[config.mk]
export PLATFORM = sky130hd
export DESIGN_NAME = mu0_sequencer_flat
export DESIGN_NICKNAME = d
export VERILOG_FILES = /design/src/rtl/mu0_sequencer_if.sv /design/src/rtl/mu0_sequencer.sv /design/src/flat_wrapper.sv
export SDC_FILE = /design/constraint.sdc
export NUM_CORES = 1
export LEC_CHECK = 0
export CORE_MARGIN = 5
export CORE_UTILIZATION = 40
export CTS_CLUSTER_DIAMETER = 100
export CTS_CLUSTER_SIZE = 10
export DETAILED_ROUTE_END_ITERATION = 10
export PLACE_DENSITY = 0.77
export RECOVER_POWER = 50
export SYNTH_ARGS = -nofsm -noshare
export SYNTH_HDL_FRONTEND = slang
export SYNTH_SLANG_ARGS = --single-unit
export TNS_END_PERCENT = 10
[constraint.sdc]
create_clock -name clk -period 1.64 [get_ports clk]
set_input_delay 0.164 -clock clk [delete_from_list [all_inputs] [get_ports clk]]
set_output_delay 0.164 -clock clk [all_outputs]
set_load 0.05 [all_outputs]
[src/rtl/mu0_sequencer_if.sv]
// Bus bundle between the MU0 sequencer and its environment (RAM, decoder, run/debug control).
// The single-step port pair exists only when MU0_SINGLE_STEP_EN is defined.
interface mu0_sequencer_if #(
  parameter int DATA_WIDTH = 16,
  parameter int CNT_WIDTH  = 16
);
  // Control inputs are level signals sampled on each rising clk edge; there is
  // no valid/ready pair: ramData is consumed only in FETCH and extra only in EXEC1.
  logic                  run;
  logic [DATA_WIDTH-1:0] ramData;
  logic                  extra;
  logic                  fetch;
  logic                  exec1;
  logic                  exec2;
  logic [3:0]            mux2r;
  logic [DATA_WIDTH-5:0] operand;
  logic                  halted;
  logic [CNT_WIDTH-1:0]  instrCount;
  logic [2:0]            state_dbg;
`ifdef MU0_SINGLE_STEP_EN
  logic                  stepMode;
  logic                  step;
`endif

  modport master (
    output run, ramData, extra,
`ifdef MU0_SINGLE_STEP_EN
    output stepMode, step,
`endif
    input  fetch, exec1, exec2, mux2r, operand, halted, instrCount, state_dbg
  );

  modport slave (
    input  run, ramData, extra,
`ifdef MU0_SINGLE_STEP_EN
    input  stepMode, step,
`endif
    output fetch, exec1, exec2, mux2r, operand, halted, instrCount, state_dbg
  );
endinterface

[src/rtl/mu0_sequencer.sv]
// MU0 control sequencer and instruction register: one-hot phase strobes, opcode/operand
// presentation and saturating retire counter. Optional single-step: MU0_SINGLE_STEP_EN.
module mu0_sequencer #(
  parameter int          DATA_WIDTH = 16,
  parameter int          CNT_WIDTH  = 16,
  parameter logic [3:0]  STP_OPCODE = 4'd7
) (
  input  logic            clk,
  input  logic            reset,
  mu0_sequencer_if.slave  bus
);

  typedef enum logic [2:0] {
    S_IDLE  = 3'd0,
    S_FETCH = 3'd1,
    S_EXEC1 = 3'd2,
    S_EXEC2 = 3'd3,
    S_HALT  = 3'd4,
    S_PAUSE = 3'd5
  } state_t;

  state_t                state_q, state_d;
  logic [DATA_WIDTH-1:0] ir_q, ir_d;
  logic [CNT_WIDTH-1:0]  cnt_q, cnt_d;
  logic                  fetch_q, exec1_q, exec2_q, halted_q;
  logic                  retire;
  logic [3:0]            op_in;

  assign op_in = bus.ramData[DATA_WIDTH-1 -: 4];

`ifdef MU0_SINGLE_STEP_EN
  logic step_prev_q;
  logic step_rise;
  assign step_rise = bus.step & ~step_prev_q;
`endif

  always_comb begin
    state_d = state_q;
    ir_d    = ir_q;
    retire  = 1'b0;
    case (state_q)
      S_IDLE:  if (bus.run) state_d = S_FETCH;
      S_FETCH: begin
        ir_d = bus.ramData;
        if (op_in == STP_OPCODE) begin
          state_d = S_HALT;
          retire  = 1'b1;
        end else begin
          state_d = S_EXEC1;
        end
      end
      // Only a definite 1 on extra selects EXEC2; anything else retires the instruction.
      S_EXEC1: begin
        if (bus.extra == 1'b1) begin
          state_d = S_EXEC2;
        end else begin
          state_d = S_FETCH;
          retire  = 1'b1;
        end
      end
      S_EXEC2: begin
        state_d = S_FETCH;
        retire  = 1'b1;
      end
      S_HALT:  state_d = S_HALT;
`ifdef MU0_SINGLE_STEP_EN
      S_PAUSE: if (!bus.stepMode || step_rise) state_d = S_FETCH;
`endif
      default: state_d = S_IDLE;
    endcase
`ifdef MU0_SINGLE_STEP_EN
    // Retirement parks in PAUSE when stepping; STP still goes straight to HALT.
    if (retire && bus.stepMode && (state_d == S_FETCH)) state_d = S_PAUSE;
`endif
  end

  always_comb begin
    cnt_d = cnt_q;
    if (retire && (cnt_q != {CNT_WIDTH{1'b1}})) cnt_d = cnt_q + CNT_WIDTH'(1);
  end

  always_ff @(posedge clk) begin
    if (reset) begin
      state_q  <= S_IDLE;
      ir_q     <= '0;
      cnt_q    <= '0;
      fetch_q  <= 1'b0;
      exec1_q  <= 1'b0;
      exec2_q  <= 1'b0;
      halted_q <= 1'b0;
`ifdef MU0_SINGLE_STEP_EN
      step_prev_q <= 1'b0;
`endif
    end else begin
      state_q  <= state_d;
      ir_q     <= ir_d;
      cnt_q    <= cnt_d;
      fetch_q  <= (state_d == S_FETCH);
      exec1_q  <= (state_d == S_EXEC1);
      exec2_q  <= (state_d == S_EXEC2);
      halted_q <= (state_d == S_HALT);
`ifdef MU0_SINGLE_STEP_EN
      step_prev_q <= bus.step;
`endif
    end
  end

  // FETCH shows the word being fetched so the decoder can act in the same cycle.
  assign bus.mux2r      = (state_q == S_FETCH) ? op_in : ir_q[DATA_WIDTH-1 -: 4];
  assign bus.operand    = (state_q == S_FETCH) ? bus.ramData[DATA_WIDTH-5:0]
                                               : ir_q[DATA_WIDTH-5:0];
  assign bus.fetch      = fetch_q;
  assign bus.exec1      = exec1_q;
  assign bus.exec2      = exec2_q;
  assign bus.halted     = halted_q;
  assign bus.instrCount = cnt_q;
  assign bus.state_dbg  = state_q;

endmodule

[src/flat_wrapper.sv]
// flat-port wrapper written by rule: the top's interface ports become plain ports
module mu0_sequencer_flat 
#(
  parameter int          DATA_WIDTH = 16,
  parameter int          CNT_WIDTH  = 16,
  parameter logic [3:0]  STP_OPCODE = 4'd7
)
  (clk, reset, bus_run, bus_ramData, bus_extra, bus_fetch, bus_exec1, bus_exec2, bus_mux2r, bus_operand, bus_halted, bus_instrCount, bus_state_dbg);
  mu0_sequencer_if #(.DATA_WIDTH(DATA_WIDTH), .CNT_WIDTH(CNT_WIDTH)) bus_i ();
  input  logic clk;
  input  logic reset;
  input wire logic [$bits(bus_i.run)-1:0] bus_run;
  input wire logic [$bits(bus_i.ramData)-1:0] bus_ramData;
  input wire logic [$bits(bus_i.extra)-1:0] bus_extra;
  output wire logic [$bits(bus_i.fetch)-1:0] bus_fetch;
  output wire logic [$bits(bus_i.exec1)-1:0] bus_exec1;
  output wire logic [$bits(bus_i.exec2)-1:0] bus_exec2;
  output wire logic [$bits(bus_i.mux2r)-1:0] bus_mux2r;
  output wire logic [$bits(bus_i.operand)-1:0] bus_operand;
  output wire logic [$bits(bus_i.halted)-1:0] bus_halted;
  output wire logic [$bits(bus_i.instrCount)-1:0] bus_instrCount;
  output wire logic [$bits(bus_i.state_dbg)-1:0] bus_state_dbg;
  assign bus_i.run = bus_run;
  assign bus_i.ramData = bus_ramData;
  assign bus_i.extra = bus_extra;
  assign bus_fetch = bus_i.fetch;
  assign bus_exec1 = bus_i.exec1;
  assign bus_exec2 = bus_i.exec2;
  assign bus_mux2r = bus_i.mux2r;
  assign bus_operand = bus_i.operand;
  assign bus_halted = bus_i.halted;
  assign bus_instrCount = bus_i.instrCount;
  assign bus_state_dbg = bus_i.state_dbg;
  mu0_sequencer #(.DATA_WIDTH(DATA_WIDTH), .CNT_WIDTH(CNT_WIDTH), .STP_OPCODE(STP_OPCODE)) u_core (.clk(clk), .reset(reset), .bus(bus_i));
endmodule
# Yosys cells after proc, flatten, opt, wreduce, memory -nomap -nowiden
# Index checks and enable logic that the tools add are counted.
dict set report word_totals {
  ff_bits 39
  latchBits 0
  mem_bits_rw 0
  rom_bits 0
  input_bits 20
  out_inout_bits 39
  word_cells 29
  mem_count 0
}
dict set report op_classes {
  n_addsub 1
  n_mul 0
  div_mod_pow 0
  order_cmp 0
  n_eq_ne 10
  shift 0
  n_mux 9
  n_bitwise 0
  reduce_logical 2
}
# cell n
set ops {}
lappend ops {{16-bit by 1-bit adder with 16-bit output, second input constant} 1}
lappend ops {{16-bit != test, second input constant} 1}
lappend ops {{3-bit one-hot mux with 5 select lines} 1}
lappend ops {{3-bit by 2-bit equality test with 1-bit output, second input constant} 4}
lappend ops {{12-bit two-way mux} 1}
lappend ops {{3-bit by 1-bit equality test with 1-bit output, second input constant} 2}
lappend ops {{3-bit equality test, second input constant} 2}
lappend ops {{3-bit two-way mux} 2}
lappend ops {{4-bit by 3-bit equality test with 1-bit output, second input constant} 1}
lappend ops {{4-bit two-way mux} 1}
lappend ops {{3-bit zero test} 1}
lappend ops {{1-bit one-hot mux with 3 select lines} 1}
lappend ops {{1-bit two-way mux} 2}
lappend ops {{2-bit two-way mux} 1}
lappend ops {{1-bit logical AND} 1}

# Longest topological paths before layout
# Gate-level depths: netlist of run 1.
dict set report depth {
  word_depth 4
  ltp_mapped 7
  ltp_nobuf 6
}

# Least setup slack after synthesis of run 1
# Ideal clock, no wire load.
dict set report synth_timing {
  kind {register to register}
  startpoint {register u_core.state_q[0], in the netlist u_core.bus.state_dbg[0]}
  endpoint {register u_core.ir_q[13]}
  setup_time_ps 128
  arrival_ps 2222
  required_time_ps 1512
  path_slack_ps -710
  path_stages_with_launch 6
  path_buffers 1
  synth_period_minus_slack_ps 2350
  path_cell_list {dfxtp_1 clkinv_1 nor3_2 buf_4 mux2_2 nor2b_1}
}
dict set report synth_between {
  elab_chain_cells 1
}
# item line
set synth_lines {}
lappend synth_lines {{start, declared} mu0_sequencer.sv:22} ;# state_t state_q, state_d;
lappend synth_lines {{start signal, assigned} mu0_sequencer.sv:95} ;# state_q <= state_d;
lappend synth_lines {{3-bit by 1-bit equality test with 1-bit output} mu0_sequencer.sv:41} ;# case (state_q)
lappend synth_lines {{end signal, assigned} mu0_sequencer.sv:96} ;# ir_q <= ir_d;
lappend synth_lines {{end, declared} mu0_sequencer.sv:23} ;# logic [DATA_WIDTH-1:0] ir_q, ir_d;
# Every way passes these cells.
# A chain may end at the register's enable or synchronous reset.

# Worst setup path in the final report of run 1
dict set report layout_timing {
  startpoint {register u_core.state_q[1], in the netlist u_core.bus.state_dbg[1]}
  endpoint {output port bus_operand[7]}
}
dict set report layout_between {
  elab_chain_cells 2
}
# item line
set layout_lines {}
lappend layout_lines {{3-bit by 1-bit equality test with 1-bit output} mu0_sequencer.sv:110} ;# assign bus.operand = (state_q == S_FETCH) ? bus.ramData[DATA_WIDTH-5:0]
lappend layout_lines {{12-bit two-way mux} mu0_sequencer.sv:110}
lappend layout_lines {{end, declared} flat_wrapper.sv:19} ;# output wire logic [$bits(bus_i.operand)-1:0] bus_operand;
# Every way passes these cells.

==> results of run 1 <==
## sequential cells by signal (all words and copies together) (netlist names)
register and cells:
u_core.ir_q 16, u_core.bus.halted 1, u_core.bus.instrCount 16, u_core.bus.exec1 1, u_core.bus.exec2 1, u_core.bus.state_dbg 3
u_core.bus.fetch 1
## kinds of logic after synthesis
kind of cell / count (synthesis) / synth area share, %
multiplexers: 17 / 11.14
XOR/XNOR: 14 / 7.133
adder cells (fa/ha/maj): 1 / 0.7277
flip-flops: 39 / 45.41
AO/OA/AOI/OAI: 6 / 2.256
AND/OR/NAND/NOR: 87 / 29.33
buffers and inverters: 10 / 4.003
## placed cells by master (no fill, tap or decap), drive strengths merged
| cell type | n |
|---|---|
| and2 | 2 |
| xnor2 | 14 |
| a21oi | 3 |
| dfxtp | 39 |
| dlygate4sd3 | 1 |
| clkbuf | 26 |
| nor4 | 8 |
| ha | 1 |
| nor3b | 1 |
| and3 | 3 |
| or2 | 1 |
| buf | 43 |
| clkinvlp | 1 |
| nor4b | 1 |
| a221o | 1 |
| nor3 | 10 |
| o21ai | 1 |
| nor2b | 17 |
| nand3 | 9 |
| and4 | 1 |
| mux2 | 17 |
| nand4 | 4 |
| nand2 | 8 |
| nand2b | 1 |
| clkinv | 3 |
| clkdlybuf4s50 | 21 |
| nand4b | 1 |
| nor2 | 20 |
| a21o | 1 |
## worst paths after layout
check / from / to / slack (ps) / cells past startpoint
hold / removal: u_core.bus.instrCount[13] / u_core.bus.instrCount[13] / 530 / 2
setup / recovery: u_core.bus.state_dbg[1] / bus_operand[7] / -230 / 5
hold reg to reg: u_core.bus.instrCount[13] / u_core.bus.instrCount[13] / 530 / 2
setup reg to reg: u_core.bus.state_dbg[1] / u_core.bus.instrCount[4] / -90 / 7
## per-layer routing
| layer | wire, µm | up-vias | GRT usage [%] | part of all wire, % |
|---|---|---|---|---|
| li1 | - | 762 | - | - |
| met3 | 442 | 7 | 6.992 | 9.4 |
| met2 | 2262 | 52 | 30.39 | 48 |
| met5 | 0 | - | 0 | 0 |
| met1 | 1955 | 715 | 22.41 | 41 |
| met4 | 65 | 0 | 6.990 | 1.4 |
## stage by stage
| stage | area, µm² | total power [µW] | instances | hold WS (ps) |
|---|---|---|---|---|
| final | 2853 | 2298 | 309 | 525.0 |
| after floorplan | 1953 | 1358 | 174 | 407.7 |
| after global placement | 2734 | 1594 | 295 | 510.3 |
| after CTS | 2933 | 2331 | 309 | 533.3 |
| after detailed placement | 2734 | 1599 | 295 | 512.0 |
| after global routing | 2853 | 2388 | 309 | 570.7 |
## tightest hold or removal path: stages, from the launching register on
cell	delay [ps]
dfxtp_2	360
xnor2_1	70
nor2_1	70
## what timing repair did
item / CTS / global route
cloned: 1 / 0
buffers inserted: 5 / 1
pin swaps: 3 / 4
gates resized for setup: 12 / 5
endpoints found under the hold margin: 0 / 0
setup endpoints to repair: 29 / 32
## power by group through the flow
stage | clock network, µW | logic, µW | registers, µW
2_1_floorplan | 0 | 317 | 1040
3_3_place_gp | 0 | 588 | 1010
3_5_place_dp | 0 | 592 | 1010
4_1_cts | 701 | 646 | 984
5_1_grt | 737 | 663 | 988
6_report | 683 | 630 | 985
## final cells by class
type | instances | area share (%)
Clock buffer | 6 | 2.895
Clock inverter | 2 | 0.3947
Timing Repair Buffer | 85 | 28.25
Tap cell | 50 | 2.193
Inverter | 2 | 0.4825
Sequential cell | 39 | 28.86
Multi-Input combinational cell | 125 | 36.93
==> metrics.txt, run 1 <==
Max Fclk=approximately 0.53 GHz; hpwl dp=about 3.4 mm; nets@finish=roughly 280; most used cell, CP=buf_6; CP arrival=approximately 1700 ps; final worst slack=-230.1 ps; Clock transition at path regs=80 ps; Slew Viols, Final=0; post-synth top area share=approximately 45%; predominant post-synthesis flop cell=dfxtp_1; crit end category=output pin; largest net degree at the start of global routing=16; global-route wire length before repair=between 7 and 8 mm; dominant cell type by area after synthesis=dfxtp_1; Root Buffer=clkbuf_8; Int Pwr=approximately 1600 µW; Routed Antenna Nets=0; top-count cell post-synth=dfxtp_1; RD Place Congestion=between 0.8 and 0.9; min-delay worst type=reg -> reg; Core Area=4086 µm²; area of the multi-input gates=between 1000 and 1500 µm²; hold_buf cts=0; vias in the first global route=between 1500 and 2000; Warnings, synthesis=0; Avg Cell Area, Syn=between 9 and 10 µm²; crit path max fanout=8; dpl ws=-397.4 ps; IO buf count=between 50 and 60; 1st-iter DRT viols=between 60 and 70; via/cell ratio=about 5.0; CTS max path bufs=2; GRT Overall Usage=a little under a fifth; unrepaired setup endpoints after global routing=yes; library cells used by synthesis=34; CP peak stage delay=about 350 ps; Final Skew=between 9 and 10 ps; Clk Latency, worst-skew pair=approximately 300 ps; top post-synthesis cells by count=dfxtp_1, nor2_1, mux2_2, nor2b_1, xnor2_1; Final Util=69.81%; number of I/O pins=between 50 and 60; die height=between 70 and 80 µm; CTS tree=done; CP max stage cell=dfxtp_4; setup violation total in the final timing report=31; Net Sw Frac=29.99%; Sequential Power Share=42.9%; crit path cell chain=buf_6 -> nor3_4 -> buf_6 -> mux2_4 -> buf_12; fill count=330; Reg area=between 800 and 900 µm²; WL final=approximately 4.7 mm; Comb pwr share=27.4%; placement row count=23; antenna cells=0; Final min period=1870 ps; H-tree lvl count=2; Power Density=~810 nW/µm²; setup_tns=-4491 ps; die outline area=~5700 µm²; share of layout cells above drive strength 1=42.08%; CP bufs+invs=3; syn nets=roughly 200; Worst Tran Pin Value=between 600 and 700 ps; Worst Path Required=1480 ps; failing checks=negative setup slack; synth top area cells=dfxtp_1, mux2_2, xnor2_1; status=complete, but fails checks; clock sinks=39; Max-slew headroom=between 50 and 60%; Async S/R FF share, synth=0%; Initial Util=between 40% and 50%; Syn Std Cell Area=1719 µm²; Seq cells post-synth=39; Clock power frac=29.7%; Post-synth EDFFs=0; cts bufs inserted=5; Via Count=1536; MaxCap Viol Count=0; initial antenna violation count=0; peak supply drop=between 500 and 600 µV; Gate Count Post-Synth=174; grt ovf=0; NetSw=689.2 µW; WL per Instance=about 15 µm; kind of critical path=reg -> out; Hold Fails Final Rpt=0; register area share after synthesis=45.41%; Pleak=roughly 0.0011 µW; Startpoint Class=register; Die Span X=75.56 µm; Top delay family on crit path=buffers and inverters; Final Cycle Share=114.0%; Area Overhead vs Synth=65.94%; First-pass DRT Iterations=4; DRC errors left=0
(Power assumes the default switching activity.)
==> run 2, diff against run 1 <==
CTS_CLUSTER_DIAMETER = not set   (was 100)
==> results of run 2 <==
Same layout as run 1: the final DEF is identical, and so are final timing and power.
==> run 3, diff against run 2 <==
REMOVE_ABC_BUFFERS = 1   (was not set)
==> run 3 against run 2 <==
Largest cell class unchanged. Largest power group unchanged. Worst setup slack gained 12 ps. Clock skew is 4.3 ps lower. Flip-flop and latch count unchanged. Cell count increased by 0.32%. The run still ends with negative setup slack left. First-iteration DRC count shrank 18%. Highest routed layer unchanged. Global-route usage down 0.62 points.
==> metrics.txt, run 3 (synthesis gave the netlist of run 1 again) <==
status=complete, but fails checks; failing checks=negative setup slack; MaxCap Viol Count=0; placement row count=23; Clk Latency, worst-skew pair=between 200 and 300 ps; Pleak=0.001053 µW; CTS tree=done; largest net degree at the start of global routing=14; global-route wire length before repair=7.700 mm; WL final=approximately 4.6 mm; kind of critical path=reg -> out; hold depth=3; nets@finish=roughly 280; Clock transition at path regs=about 70 ps; IO buf count=58; Routed Antenna Nets=0; clock sinks=39; initial antenna violation count=0; RD Place Congestion=around 0.86; commonest non-fill, non-tap cell in the layout=dfxtp_1; crit path max fanout=8; CP arrival=roughly 1700 ps; Max-slew headroom=about three fifths; most frequent cells in the layout=dfxtp_1, buf_4, nor2_1, clkdlybuf4s50_1, nor2b_1; worst hold slack=roughly 480 ps; number of I/O pins=59; First-pass DRT Iterations=4; Levels on crit path=6; CP bufs+invs=4; Max Fclk=between 0.5 and 0.6 GHz; crit path cell chain=inv_4 -> buf_6 -> nor3_4 -> buf_6 -> mux2_4 -> buf_8; final worst slack=-218.0 ps; die height=75.56 µm; die outline area=5709 µm²; most used cell, CP=buf_6; worst r2r path cells=5; Reg area=785.8 µm²; CP max stage cell=dfxtp_2; DRC errors left=0; min-delay worst type=in -> reg; via/cell ratio=4.974; cts bufs inserted=5; 1st-iter DRT viols=50; Final Skew=approximately 4.8 ps; grt ovf=0; antenna cells=0; Hold Fails Final Rpt=0; unrepaired setup endpoints after global routing=yes; Core Area=a little over 4000 µm²; Slew Viols, Final=0; CTS max path bufs=2; share of layout cells above drive strength 1=a little under two fifths; setup violation total in the final timing report=23; Final Cycle Share=113.3%; Top delay family on crit path=buffers and inverters; Power Density=around 800 nW/µm²; fill count=350; CP peak stage delay=360 ps; Startpoint Class=register; Worst Tran Pin Value=618.9 ps; Via Count=roughly 1500; H-tree lvl count=2; hpwl dp=3.059 mm; Initial Util=42.07%; crit end category=output pin; Final Util=between 60% and 70%; peak supply drop=roughly 540 µV; Final min period=around 1900 ps; area of the multi-input gates=1006 µm²; Die Span X=75.56 µm; Worst Path Required=1480 ps; WL per Instance=roughly 15 µm; vias in the first global route=roughly 1600; GRT Overall Usage=~18%; Area Overhead vs Synth=59.10%; Root Buffer=clkbuf_8
run 3: cell types whose count changed in the layout (fill, tap and decap cells not counted), sizes merged, moves of 2 or more:
| cell | delta |
|---|---|
| buf | +8 |
| clkbuf | -6 |
| dlygate4sd2 | +3 |
| clkinv | -2 |
run 3: what timing repair did:
item,in CTS,in global routing
resized for setup,73,3
hold buffers,0,0
gates cloned,1,0
pin swaps,5,2
setup buffers,4,1
endpoints found under the setup margin,30,35
run 3: through the flow:
step | setup slack, ps | setup TNS [ps] | std cells | cell area (µm²) | power [µW]
6_report | -218.0 | -3632 | 310 | 2735 | 2192
2_1_floorplan | -1223 | -41170 | 166 | 1658 | 1310
3_5_place_dp | -467.0 | -6582 | 300 | 2421 | 1506
4_1_cts | -257.0 | -4314 | 311 | 2815 | 2230
5_1_grt | -314.6 | -6223 | 310 | 2735 | 2276
3_3_place_gp | -434.6 | -6350 | 300 | 2421 | 1501
run 3: routing by layer:
layer  track usage (%)  vias to the layer above  part of all wire [%]
met5                 0                        -                     0
met4             7.573                        0                   1.8
met3             3.694                        7                   4.0
met2             32.12                       33                    53
met1             20.86                      727                    41
li1                  -                      775                     -
run 3: final timing paths:
| check | slack, ps | from | end |
|---|---|---|---|
| min | 480 | bus_ramData[14] | u_core.ir_q[14] |
| max reg2reg | -130 | u_core.bus.state_dbg[1] | u_core.bus.instrCount[15] |
| max | -220 | u_core.bus.state_dbg[0] | bus_operand[10] |
| min reg2reg | 570 | u_core.bus.instrCount[13] | u_core.bus.instrCount[13] |
run 3: final cells by class:
class                      instances  area share, %
multi-input combinational        125          36.78
tap                               50          2.287
inverter                           2         0.4117
clock buffer                       6          2.653
timing repair buffer              88          29.14
sequential                        39          28.73
run 3: report_power, final:
group	total (µW)	leakage (µW)	switching, µW	internal (µW)
Clock	580	0.0000371	297	283
Combinational	617	0.000697	326	291
Sequential	995	0.000318	13.2	982
run 3: worst min-delay path, cell delays in order:
cell and delay (ps):
dlygate4sd2_1 260, mux2_4 180, nor2b_1 110
